## src/rtl/ps2_rx_ctrl.sv

```systemverilog
// PS/2 device-to-host receiver: pin synchronisation, clock glitch filter, frame FSM,
// one-entry output buffer with host clock inhibit while the buffer is occupied.
module ps2_rx_ctrl #(
  parameter int unsigned FILTER  = 8,
  parameter int unsigned TIMEOUT = 200000
) (
  input  logic       clk,
  input  logic       reset,
  input  logic       ps2c,
  input  logic       ps2d,
  output logic       clk_inhibit,
  output logic [7:0] rx_data,
  output logic       rx_valid,
  input  logic       rx_ready,
  output logic       parity_err,
  output logic       frame_err,
  output logic       timeout_err,
  output logic       overrun,
  output logic       busy
);

  localparam int unsigned TW = $clog2(TIMEOUT);
  localparam int unsigned FW = 8;

  localparam logic [1:0] IDLE   = 2'd0;
  localparam logic [1:0] DATA   = 2'd1;
  localparam logic [1:0] PARITY = 2'd2;
  localparam logic [1:0] STOP   = 2'd3;

  logic          c_s1, c_s2, d_s1, d_s2;
  logic          ps2c_f;
  logic          fall;
  logic [FW-1:0] filt_cnt;
  logic [TW-1:0] to_cnt;

  logic [1:0]    state, state_nxt;
  logic [2:0]    bit_cnt, bit_cnt_nxt;
  logic [7:0]    shreg, shreg_nxt;
  logic          par, par_nxt;

  logic          to_hit_c;
  logic          good_c;
  logic          load_c;
  logic          parity_err_nxt, frame_err_nxt, timeout_nxt, overrun_nxt;
  logic          rx_valid_nxt;
  logic          filt_flip_c;

  assign to_hit_c    = (state != IDLE) && (to_cnt == TW'(TIMEOUT - 1));
  assign filt_flip_c = (c_s2 != ps2c_f) && (filt_cnt == FW'(FILTER - 1));

  // Frame decode; every transition is gated by a filtered falling edge or the timeout.
  always_comb begin
    state_nxt      = state;
    bit_cnt_nxt    = bit_cnt;
    shreg_nxt      = shreg;
    par_nxt        = par;
    parity_err_nxt = 1'b0;
    frame_err_nxt  = 1'b0;
    timeout_nxt    = 1'b0;
    good_c         = 1'b0;
    if (fall) begin
      case (state)
        IDLE: begin
          if (!d_s2) begin
            state_nxt   = DATA;
            bit_cnt_nxt = 3'd0;
          end else begin
            frame_err_nxt = 1'b1;
          end
        end
        DATA: begin
          shreg_nxt   = {d_s2, shreg[7:1]};
          bit_cnt_nxt = bit_cnt + 3'd1;
          if (bit_cnt == 3'd7) state_nxt = PARITY;
        end
        PARITY: begin
          par_nxt   = d_s2;
          state_nxt = STOP;
        end
        STOP: begin
          state_nxt = IDLE;
          if (!d_s2)                 frame_err_nxt  = 1'b1;
          else if (!(^{shreg, par})) parity_err_nxt = 1'b1;
          else                       good_c         = 1'b1;
        end
        default: state_nxt = IDLE;
      endcase
    end else if (to_hit_c) begin
      state_nxt   = IDLE;
      timeout_nxt = 1'b1;
    end
  end

  // Single-entry buffer: a good frame may load while the current byte is being taken.
  always_comb begin
    load_c       = good_c && (!rx_valid || rx_ready);
    overrun_nxt  = good_c && rx_valid && !rx_ready;
    rx_valid_nxt = rx_valid;
    if (load_c)                    rx_valid_nxt = 1'b1;
    else if (rx_valid && rx_ready) rx_valid_nxt = 1'b0;
  end

  always_ff @(posedge clk) begin
    if (!reset) begin
      c_s1        <= 1'b1;
      c_s2        <= 1'b1;
      d_s1        <= 1'b1;
      d_s2        <= 1'b1;
      ps2c_f      <= 1'b1;
      fall        <= 1'b0;
      filt_cnt    <= '0;
      to_cnt      <= '0;
      state       <= IDLE;
      bit_cnt     <= '0;
      shreg       <= '0;
      par         <= 1'b0;
      rx_data     <= '0;
      rx_valid    <= 1'b0;
      clk_inhibit <= 1'b0;
      parity_err  <= 1'b0;
      frame_err   <= 1'b0;
      timeout_err <= 1'b0;
      overrun     <= 1'b0;
      busy        <= 1'b0;
    end else begin
      c_s1 <= ps2c;
      c_s2 <= c_s1;
      d_s1 <= ps2d;
      d_s2 <= d_s1;

      // Filtered clock follows the pin only after FILTER consecutive differing samples.
      if (c_s2 == ps2c_f) begin
        filt_cnt <= '0;
      end else if (filt_flip_c) begin
        ps2c_f   <= c_s2;
        filt_cnt <= '0;
      end else begin
        filt_cnt <= filt_cnt + FW'(1);
      end
      fall <= filt_flip_c && !c_s2;

      if (fall || state == IDLE || to_hit_c) to_cnt <= '0;
      else                                   to_cnt <= to_cnt + TW'(1);

      state   <= state_nxt;
      bit_cnt <= bit_cnt_nxt;
      shreg   <= shreg_nxt;
      par     <= par_nxt;

      if (load_c) rx_data <= shreg;
      rx_valid    <= rx_valid_nxt;
      clk_inhibit <= rx_valid_nxt && (state_nxt == IDLE);
      busy        <= (state_nxt != IDLE);

      parity_err  <= parity_err_nxt;
      frame_err   <= frame_err_nxt;
      timeout_err <= timeout_nxt;
      overrun     <= overrun_nxt;
    end
  end

endmodule

```

## config.mk

```make
export PLATFORM = sky130hd
export DESIGN_NAME = ps2_rx_ctrl
export DESIGN_NICKNAME = d
export VERILOG_FILES = /design/src/rtl/ps2_rx_ctrl.sv
export SDC_FILE = /design/constraint.sdc
export NUM_CORES = 1
export LEC_CHECK = 0
export ABC_AREA = 1
export CAP_MARGIN = 25
export CORE_MARGIN = 2
export CORE_UTILIZATION = 40
export CTS_CLUSTER_SIZE = 10
export DETAILED_ROUTE_END_ITERATION = 7
export GPL_TIMING_DRIVEN = 1
export HOLD_SLACK_MARGIN = 0.06
export MAX_ROUTING_LAYER = met4
export PLACE_DENSITY = 0.66
export SETUP_SLACK_MARGIN = 0.4
export SLEW_MARGIN = 10
export SYNTH_ARGS = -nofsm -noshare
export SYNTH_HDL_FRONTEND = slang
export SYNTH_SLANG_ARGS = --single-unit
```

## constraint.sdc

```tcl
create_clock -name clk -period 1.4 [get_ports clk]
set_clock_uncertainty 0.1 [all_clocks]
set_input_delay 0.28 -clock clk [delete_from_list [all_inputs] [get_ports clk]]
set_output_delay 0.28 -clock clk [all_outputs]
set_load 0.02 [all_outputs]
```

# After elaboration in Yosys (flattened, before gate mapping)

Cells that the tools add are included.

Bits in registers: 61
Input port bits: 5
Output and inout bits: 15
Logic and storage cells: 81

Add/subtract/negate cells: 3
Equality and inequality tests: 9
Mux-type cells: 18
Bitwise operators: 2
Reduce and logical (&&, ||, !) cells: 29

Operator list:

| kind                                          | number |
|---|---|
| adder 18 x 1 -> 18 bit, second input constant | 1 |
| == test 18 bit, second input constant         | 1 |
| two-way mux 1 bit                             | 10 |
| XOR reduction 9 bit                           | 1 |
| adder 8 x 1 -> 8 bit, second input constant   | 1 |
| == test 8 x 3 -> 1 bit, second input constant | 1 |
| logical AND 1 bit                             | 8 |
| two-way mux 2 bit                             | 4 |
| case mux 2 bit (4 select lines)               | 1 |
| AND reduction 2 bit                           | 4 |
| case mux 3 bit (2 select lines)               | 1 |
| nonzero test 2 bit                            | 3 |
| == test 2 bit, second input constant          | 2 |
| logical NOT 2 bit                             | 2 |
| AND reduction 4 bit                           | 1 |
| OR reduction 2 bit                            | 2 |
| adder 3 x 1 -> 3 bit, second input constant   | 1 |
| == test 3 bit, second input constant          | 1 |
| logical NOT 1 bit                             | 3 |
| logical OR 1 bit                              | 3 |
| two-way mux 3 bit                             | 1 |
| AND reduction 3 bit                           | 1 |
| OR reduction 3 bit                            | 1 |
| == test 2 x 1 -> 1 bit, second input constant | 1 |
| 5 further kinds                               | 6 |

# Longest topological paths before layout

Gate-level depths: netlist (run 1).

Depth after elaboration: 8
Depth in mapped cells: 12
Mapped depth without buffers: 12

# Least setup slack after synthesis (run 1)

OpenSTA, ideal clock, no wires.

Path kind: register -> register
From: register to_cnt[0]
To: register to_cnt[0]
Library setup time: 0.119 ns
Arrival time: 1.342 ns
Required time: 1.181 ns
Path slack: -0.161 ns
Cell stages (with the launch flop): 10
Path buffers: 1
Clock period less this slack: 1.561 ns
Cells stage by stage: dfxtp_1 ha_1 nand2_1 inv_1 nand2_1 nor2_4 nand3_4 nand3_4 buf_6 nor2_1

Longest elaborated chain between the ends: 4
Elaborated cells between the ends (all ways): 5
Those cells by class: 1 x add/sub; 1 x eq/ne; 3 x reduce/logical

RTL lines:

| what                                                           | RTL line | source |
|---|---|---|
| from (decl)                                                    | 34       | `logic [TW-1:0] to_cnt;` |
| from (signal assigned)                                         | 143      | `else to_cnt <= to_cnt + TW'(1);` |
| branches (longest 4 deep; another with adder 18 x 1 -> 18 bit) | --       |  |

Several ways; the timed one is not identified.
A chain may end at the register's enable or synchronous reset.

# Worst setup path in the final report (run 1)

From: register to_cnt[1]
To: register to_cnt[5]

Same word-level chain as after synthesis.

==> flow_summary.yaml, run 1 <==
cts:
  cts_tree: "built"
  cts_buffer_depth: 2
  ctsRootBufferMaster: "clkbuf_8"
  clkSinkCount: 61
  path_clk_slew_ns: 0.06
  clock_latency_ns: 0.34
  cts_buffers: 9
  h-tree-depth: 3
global_routing:
  grt_pass1_wl_microns: 10700
  track_usage_pct: 18.7
  grt_pass1_vias: 2507
  grt_max_degree: 21
  antenna_found_initial: 0
  grt_overflow_total: 0
critical_path:
  critPathArrivalTime_ns: 1.67
  critPathKind: "register to register"
  critical_path.max_stage_delay_ns: 0.36
  critPathSlowestCell: "dfxtp_2"
  end_kind: "register"
  startpoint_type: "register"
  cp.required_ns: 1.53
  crit_fanout: 8
  path_cells: "ha_4 -> nand2_4 -> inv_4 -> nand2_4 -> nor2_4 -> nand3_4 -> nand3_4 -> buf_6 -> nor2_2"
layout:
  areaGrowthSynthToFinish_pct: 69.8
  fill_cells: 460
  nets: 478
  multi_input_area_sq_mm: 0.00186
  n_antenna_cell: 0
  drive_gt1_share_pct: 60.8
  stdcell_count: 554
  seq_area_sq_mm: 0.00128
floorplan:
  die_h_microns: 87.2
  dieArea_sq_mm: 0.00760
  die_w_microns: 87.2
  start_util_pct: 40.9
  core_area_sq_mm: 0.00676
  ios: 20
  rows: 30
synthesis:
  yosys_warnings: 0
  netlist_instances: 364
  syn-num-nets: 373
  synth_seq_cells: 61
  syn_area_per_cell_sq_um: 7.60
  yosysSeqAreaShare_pct: 44.1
  synth_cell_types: 33
  synthesis.area_sq_mm: 0.00277
sta:
  worst_slew_pin_slew_ns: 0.340
  period_share_pct: 110
  rsz0062_at_grt: "true"
  drv_slew: 0
  fin_ws_ns: -0.142
  relSlewSlack_pct: 77.3
  fin_crit_ns: 1.54
  timing.fmax_ghz: 0.649
  setup_viol: 33
  hold_viol: 0
  fin_tns_setup_ns: -3.13
drt:
  first_pass_iters: 4
  drc: 0
  routedWlPerCell_microns: 13.5
  routed_wl_microns: 7450
  num_vias: 2739
  drtIter0Drc: 75
  drtAntennaViolNets: 0
  viasPerCell: 4.94
placement:
  port_buffers: 19
  gp_congestion: 0.852
  place_inst: 502
  preCtsSetupSlack_ns: -0.272
  place_hpwl_microns: 4150
hold_path:
  hp-class: "register to register"
power_and_ir_drop:
  pwr_density_cell_mw_per_mm2: 794
  ir_drop_mv: 0.512
  leakage_nw: 1.84
run_status:
  status: "complete, but fails checks"
  violations: "negative setup slack"
job:
  drv_cap: 0
-- per-stage QoR --
step                      hold WS [ns]  power [mW]  utilization, %  instance area [sq um]
after global placement           0.295        1.84            52.2                   3530
after CTS                        0.326        3.74            62.3                   4210
final                            0.320        3.73            69.5                   4700
after global routing             0.339        3.83            69.5                   4700
after detailed placement         0.311        1.84            52.2                   3530
after floorplan                  0.251        1.81               -                   2940
-- sequential cells by signal, indices dropped and copies added (netlist names), 2 cells and up --
register / flops
to_cnt: 18
filt_cnt: 8
rx_data: 8
shreg: 8
bit_cnt: 3
state: 2
-- final timing paths --
check	from	to	slack [ns]	depth (start not counted)
max	to_cnt[1]	to_cnt[5]	-0.14	9
min	c_s1	c_s2	0.32	1
max reg2reg	to_cnt[1]	to_cnt[5]	-0.14	9
min reg2reg	c_s1	c_s2	0.32	1
-- Yosys cell counts --
master    count  area (sq um)
nand2_1      72           270
dfxtp_1      61          1220
inv_1        52           195
nor2_1       42           158
a21oi_1      22           110
nand3_1      15          75.1
nand4_1      15          93.8
o21ai_0      11          55.1
nor3_1       10          50.1
xor2_1        9          78.8
nor2_2        6          37.5
buf_2         5          25.0
ha_1          4          50.1
nor2_4        4          45.0
or2_2         4          25.0
inv_2         3          11.3
nand3_2       3          30.0
xnor2_1       3          26.3
a211oi_1      2          15.0
a21oi_2       2          17.5
clkbuf_1      2          7.51
nand2_2       2          12.5
nand3_4       2          35.0
nor3_2        2          20.0
nor3b_1       2          15.0
or2_0         2          12.5
a21boi_0      1          7.51
a21boi_4      1          18.8
a21oi_4       1          16.3
a31oi_1       1          6.26
buf_6         1          11.3
nor4_1        1          6.26
o21a_1        1          7.51
-- kinds of logic (layout without fill, tap and decap cells) --
kind of cell,count (synthesis),after routing,share of synthesized area [%]
buffers and inverters,63,173,9.05
and+or+nand+nor,182,182,32.0
DFF,61,61,44.1
AOI/OAI and AO/OA,42,42,9.18
adders and majority gates,4,4,1.81
xor gates and xnor gates,12,12,3.80
-- area by class of cell --
cell class	instances	area share [%]
sequential	61	27.3
clock buffer	12	3.09
timing repair buffer	102	21.3
multi-input combinational	240	39.5
inverter	55	4.66
tap	80	2.13
clock inverter	4	2.02
-- what timing repair did --
item,4_1_cts,5_1_grt
endpoints found under the setup margin,76,76
setup buffers,17,16
resized for setup,175,92
pin swaps,19,29
gates cloned,2,1
hold buffers,0,0
-- power by group --
group | total (mW) | leakage, nW | switching [mW] | internal [mW]
combinational | 0.0864 | 1.20 | 0.0443 | 0.0421
clock | 1.91 | 0.121 | 0.679 | 1.23
sequential | 1.73 | 0.513 | 0.00436 | 1.73
total | 3.73 | 1.84 | 0.728 | 3.00
-- cell usage in the layout, fill, tap and decap left out, types with 3 or more instances in the layout --
cell type,n
a21oi_1,3
a21oi_2,21
buf_12,3
buf_4,58
buf_6,34
bufinv_16,3
clkbuf_8,10
clkdlybuf4s50_1,3
dfxtp_1,24
dfxtp_2,31
dfxtp_4,6
inv_1,38
inv_2,14
nand2_1,47
nand2_2,17
nand2_4,10
nand3_1,8
nand3_4,10
nand4_1,15
nor2_1,23
nor2_2,17
nor2_4,12
nor3_1,5
nor3_2,5
o21ai_2,5
o21ai_4,4
or2_2,4
xnor2_1,3
xor2_1,6
-- worst max-delay path, delay by kind of cell, from the launching register on --
family / cells / cell delay (ns)
simple gates: 6 / 0.59
flops: 1 / 0.36
buf+inv: 2 / 0.23
fa+ha+maj: 1 / 0.16
-- routing by layer --
layer	share of wire (%)	wire length (microns)	global-route usage [%]
met1	43	3230	22.1
met2	51	3840	30.3
met3	2.7	199	3.89
met4	2.5	190	9.37
met5	0	0	-
(Power assumes the default switching activity.)
==> run 2, diff against run 1 <==
Settings changed: CORE_UTILIZATION 40 to 52, PLACE_DENSITY 0.66 to 0.81.
==> flow_summary.yaml, run 2 (synthesis results as in run 1) <==
floorplan:
  ios: 20
  core_area_sq_mm: 0.00511
  dieArea_sq_mm: 0.00592
  start_util_pct: 54.2
  die_w_microns: 76.9
  rows: 26
  die_h_microns: 76.9
placement:
  gp_congestion: 0.920
  placedInstanceArea_sq_mm: 0.00352
  place_hpwl_microns: 4340
  port_buffers: 19
sta:
  rsz0062_at_grt: "true"
  hold_viol: 0
  drv_slew: 0
  worst_slew_pin_slew_ns: 0.351
  fin_ws_ns: -0.356
  fin_crit_ns: 1.76
  relSlewSlack_pct: 76.6
  timing.fmax_ghz: 0.569
  period_share_pct: 125
  fin_tns_setup_ns: -7.00
  setup_viol: 34
critical_path:
  path_buf_inv: 1
  end_kind: "register"
  crit_fanout: 7
  startpoint_type: "register"
  cp.required_ns: 1.55
  critPathKind: "register to register"
  crit_top_cell: "nand3_4"
  critPathSlowestCell: "dfxtp_1"
  path_cells: "nand2_2 -> nor2_2 -> nand2_4 -> nor2_4 -> nand3_4 -> nand3_4 -> a21oi_1 -> o21ai_1 -> inv_1"
  cp_top_family: "simple AND/OR/NAND/NOR gates"
  critical_path.max_stage_delay_ns: 0.40
  critPathArrivalTime_ns: 1.91
drt:
  routedWlPerCell_microns: 22.3
  drtIter0Drc: 267
  num_vias: 3376
  viasPerCell: 6.18
  drc: 0
  drtAntennaViolNets: 0
  first_pass_iters: 8
  routed_wl_microns: 12200
hold_path:
  hp-class: "register to register"
cts:
  holdBufCountCts: 0
  clock_latency_ns: 0.36
  h-tree-depth: 3
  cts_buffer_depth: 2
  cts_tree: "built"
  clkSinkCount: 61
  ctsRootBufferMaster: "clkbuf_8"
  cts_buffers: 9
  path_clk_slew_ns: 0.07
layout:
  mostFrequentLayoutCells: "buf_4, nand2_1, buf_6"
  areaGrowthSynthToFinish_pct: 69.8
  final_cell_area_sq_mm: 0.00470
  regMostFlops: "to_cnt"
  drive_gt1_share_pct: 62.8
  largest_register_ffs: 18
  n_antenna_cell: 0
  layout_commonest_cell: "buf_4"
  finalCoreUtilization_pct: 92.0
  nets: 480
power_and_ir_drop:
  ir_drop_mv: 0.708
  pwr_density_cell_mw_per_mm2: 734
  leakage_nw: 1.83
global_routing:
  antenna_found_initial: 0
  track_usage_pct: 32.0
  grt_overflow_total: 0
  grt_pass1_vias: 3070
  grt_pass1_wl_microns: 14400
  grt_max_degree: 21
run_status:
  violations: "negative setup slack"
  status: "complete, but fails checks"
job:
  drv_cap: 0
[run 2: cell count changes in the layout (fill, tap and decap cells not counted), moves of 3 or more]
cell / before / now
nor3_2: 5 / 8
nand2_1: 47 / 44
o21ai_2: 5 / 2
buf_6: 34 / 37
inv_1: 38 / 35
nor3_1: 5 / 0
nor2_4: 12 / 9
[run 2: worst register-to-register path: stages (launching register included)]
cell and delay, ns:
dfxtp_1 0.40, nand2_2 0.12, nor2_2 0.17, nand2_4 0.08, nor2_4 0.14, nand3_4 0.16
nand3_4 0.21, a21oi_1 0.08, o21ai_1 0.12, inv_1 0.07
[run 2: report_power, final]
part | internal (mW) | total, mW | switching (mW)
sequential | 1.72 | 1.73 | 0.00613
combinational | 0.0395 | 0.0902 | 0.0506
clock | 0.867 | 1.63 | 0.759
[run 2: layer usage]
metal	part of all wire (%)	track usage (%)	up-vias	wire length (microns)
met2	49	56.6	289	5980
met1	35	33.4	1587	4280
met4	7.2	16.0	0	877
met5	0	-	-	0
li1	-	-	1387	-
met3	8.6	7.41	113	1050
[run 2: metrics by stage]
step / total power, mW / setup slack (ns) / instances / hold slack [ns]
final: 3.45 / -0.356 / 546 / 0.331
after global routing: 3.52 / -0.365 / 546 / 0.346
after CTS: 3.38 / -0.123 / 532 / 0.319
after detailed placement: 1.84 / -0.267 / 491 / 0.306
after global placement: 1.83 / -0.253 / 491 / 0.298
after floorplan: 1.81 / -0.0178 / 364 / 0.251
[run 2: layout make-up]
class	count	area, sq um
multi-input combinational	241	1900
sequential	61	1290
timing repair buffer	103	1000
fill	181	409
inverter	55	221
clock buffer	12	145
tap	70	87.6
clock inverter	4	46.3
[run 2: final timing paths]
kind	startpoint	end	slack, ns	depth (start not counted)
hold reg to reg	c_s1	c_s2	0.33	1
setup reg to reg	to_cnt[4]	to_cnt[15]	-0.36	9
setup / recovery	to_cnt[4]	to_cnt[15]	-0.36	9
hold / removal	c_s1	c_s2	0.33	1
[run 2: timing repair]
item,4_1_cts,5_1_grt
endpoints found under the setup margin,76,72
gates resized for setup,182,100
pin swaps,32,30
gates cloned,3,1
setup buffers,22,13
==> run 3, diff against run 2 <==
Clock period 1.4 ns to 1.5 ns, I/O delays scaled along.
==> flow_summary.yaml, run 3 (synthesis results as in run 1) <==
sta:
  relSlewSlack_pct: 73.3
  holdWs_ns: 0.318
  hold_viol: 0
  setup_viol: 32
  worst_slew_pin_slew_ns: 0.399
  fin_ws_ns: -0.229
  fin_crit_ns: 1.73
  rsz0062_at_grt: "true"
  timing.fmax_ghz: 0.578
  drv_slew: 0
  period_share_pct: 115
floorplan:
  die_h_microns: 76.9
  rows: 26
  die_w_microns: 76.9
  core_area_sq_mm: 0.00511
  dieArea_sq_mm: 0.00592
  ios: 20
  start_util_pct: 54.2
critical_path:
  critPathKind: "register to register"
  critPathArrivalTime_ns: 1.88
  reg2reg_depth: 12
  startpoint_type: "register"
  cp.required_ns: 1.65
  end_kind: "register"
  crit_fanout: 6
cts:
  ctsRootBufferMaster: "clkbuf_8"
  clock_latency_ns: 0.35
  h-tree-depth: 3
  cts_tree: "built"
  cts_buffers: 9
  path_clk_slew_ns: 0.07
  clkSinkCount: 61
  cts_buffer_depth: 2
drt:
  num_vias: 3133
  drtIter0Drc: 446
  viasPerCell: 5.97
  drc: 0
  routed_wl_microns: 10200
  routedWlPerCell_microns: 19.4
  first_pass_iters: 6
  drtAntennaViolNets: 0
layout:
  nets: 461
  stdcell_count: 525
  finalCoreUtilization_pct: 84.8
  regMostFlops: "to_cnt"
  areaGrowthSynthToFinish_pct: 56.6
  layout_commonest_cell: "nand2_1"
  mostFrequentLayoutCells: "nand2_1, buf_4, inv_1"
  largest_register_ffs: 18
  n_antenna_cell: 0
  drive_gt1_share_pct: 57.4
placement:
  place_hpwl_microns: 3930
  preCtsSetupSlack_ns: -0.220
  place_inst: 473
  gp_congestion: 0.802
  port_buffers: 19
power_and_ir_drop:
  p_int_mw: 2.31
  switching_share_pct: 23.1
  leakage_nw: 1.69
  ir_drop_mv: 0.661
  clock_power_share_pct: 43.7
  p_seq_share_pct: 53.9
  pwr_density_cell_mw_per_mm2: 694
  finalPower_mw: 3.01
  pwr-share-comb_pct: 2.3
  power_switching_mw: 0.693
hold_path:
  whs_path_depth: 1
  hp-class: "register to register"
global_routing:
  grt_pass1_vias: 2742
  grt_max_degree: 21
  grt_pass1_wl_microns: 12600
  grt_overflow_total: 0
  track_usage_pct: 28.0
  antenna_found_initial: 0
run_status:
  status: "complete, but fails checks"
  violations: "negative setup slack"
job:
  drv_cap: 0
-- run 3: cell count changes in the layout (fill, tap and decap cells not counted), moves of 6 or more --
| cell | delta |
|---|---|
| buf_4 | -11 |
| inv_1 | +8 |
| nand2_1 | +7 |
| buf_6 | -6 |
| inv_2 | -6 |
-- run 3: worst paths after layout --
| path | from | end | slack, ns |
|---|---|---|---|
| worst max register to register | shreg[1] | rx_data[2] | -0.23 |
| worst min-delay path | d_s1 | d_s2 | 0.32 |
| worst max-delay path | shreg[1] | rx_data[2] | -0.23 |
| worst min register to register | d_s1 | d_s2 | 0.32 |
-- run 3: power groups by stage --
stage / Clock [mW] / Sequential [mW] / Combinational (mW)
after floorplan: 0 / 1.66 / 0.0248
after global placement: 0 / 1.66 / 0.0476
after detailed placement: 0 / 1.66 / 0.0485
after CTS: 1.26 / 1.63 / 0.0569
after global routing: 1.39 / 1.62 / 0.0752
final: 1.31 / 1.62 / 0.0703
-- run 3: layer usage --
| layer | wire length, microns | GRT usage [%] |
|---|---|---|
| met1 | 3690 | 31.0 |
| met2 | 4760 | 47.7 |
| met3 | 936 | 4.24 |
| met4 | 801 | 16.5 |
| met5 | 0 | - |
-- run 3: area by class of cell --
cell class	count	area (sq um)
Clock buffer	12	155
Clock inverter	2	10.0
Fill cell	250	776
Inverter	55	219
Multi-Input combinational cell	241	1780
Sequential cell	61	1280
Tap cell	70	87.6
Timing Repair Buffer	84	801
-- run 3: critical path, stage by stage, from the launching register on --
cell and delay [ns]:
dfxtp_2 0.42, inv_2 0.07, nand2_2 0.09, nand2_2 0.06, nand2_2 0.09, nand2_2 0.06, nand2_2 0.10, nand2_2 0.09
nand2_4 0.10, buf_6 0.13, nand4_1 0.14, nand2_1 0.13, nor2_1 0.05
-- run 3: metrics by stage --
stage | TNS, ns | cell area, sq um
after global placement | -3.33 | 3320
after CTS | -0.343 | 3940
after detailed placement | -4.40 | 3320
after global routing | -4.74 | 4330
after floorplan | 0 | 2900
final | -3.35 | 4330
-- run 3: timing repair --
| action | in CTS | in global routing |
|---|---|---|
| pin swaps | 27 | 26 |
| gates cloned | 1 | 1 |
| setup buffers | 20 | 16 |
| setup endpoints to repair | 76 | 72 |
| resized for setup | 169 | 84 |
| hold buffers | 0 | 0 |
| endpoints found under the hold margin | 0 | 0 |
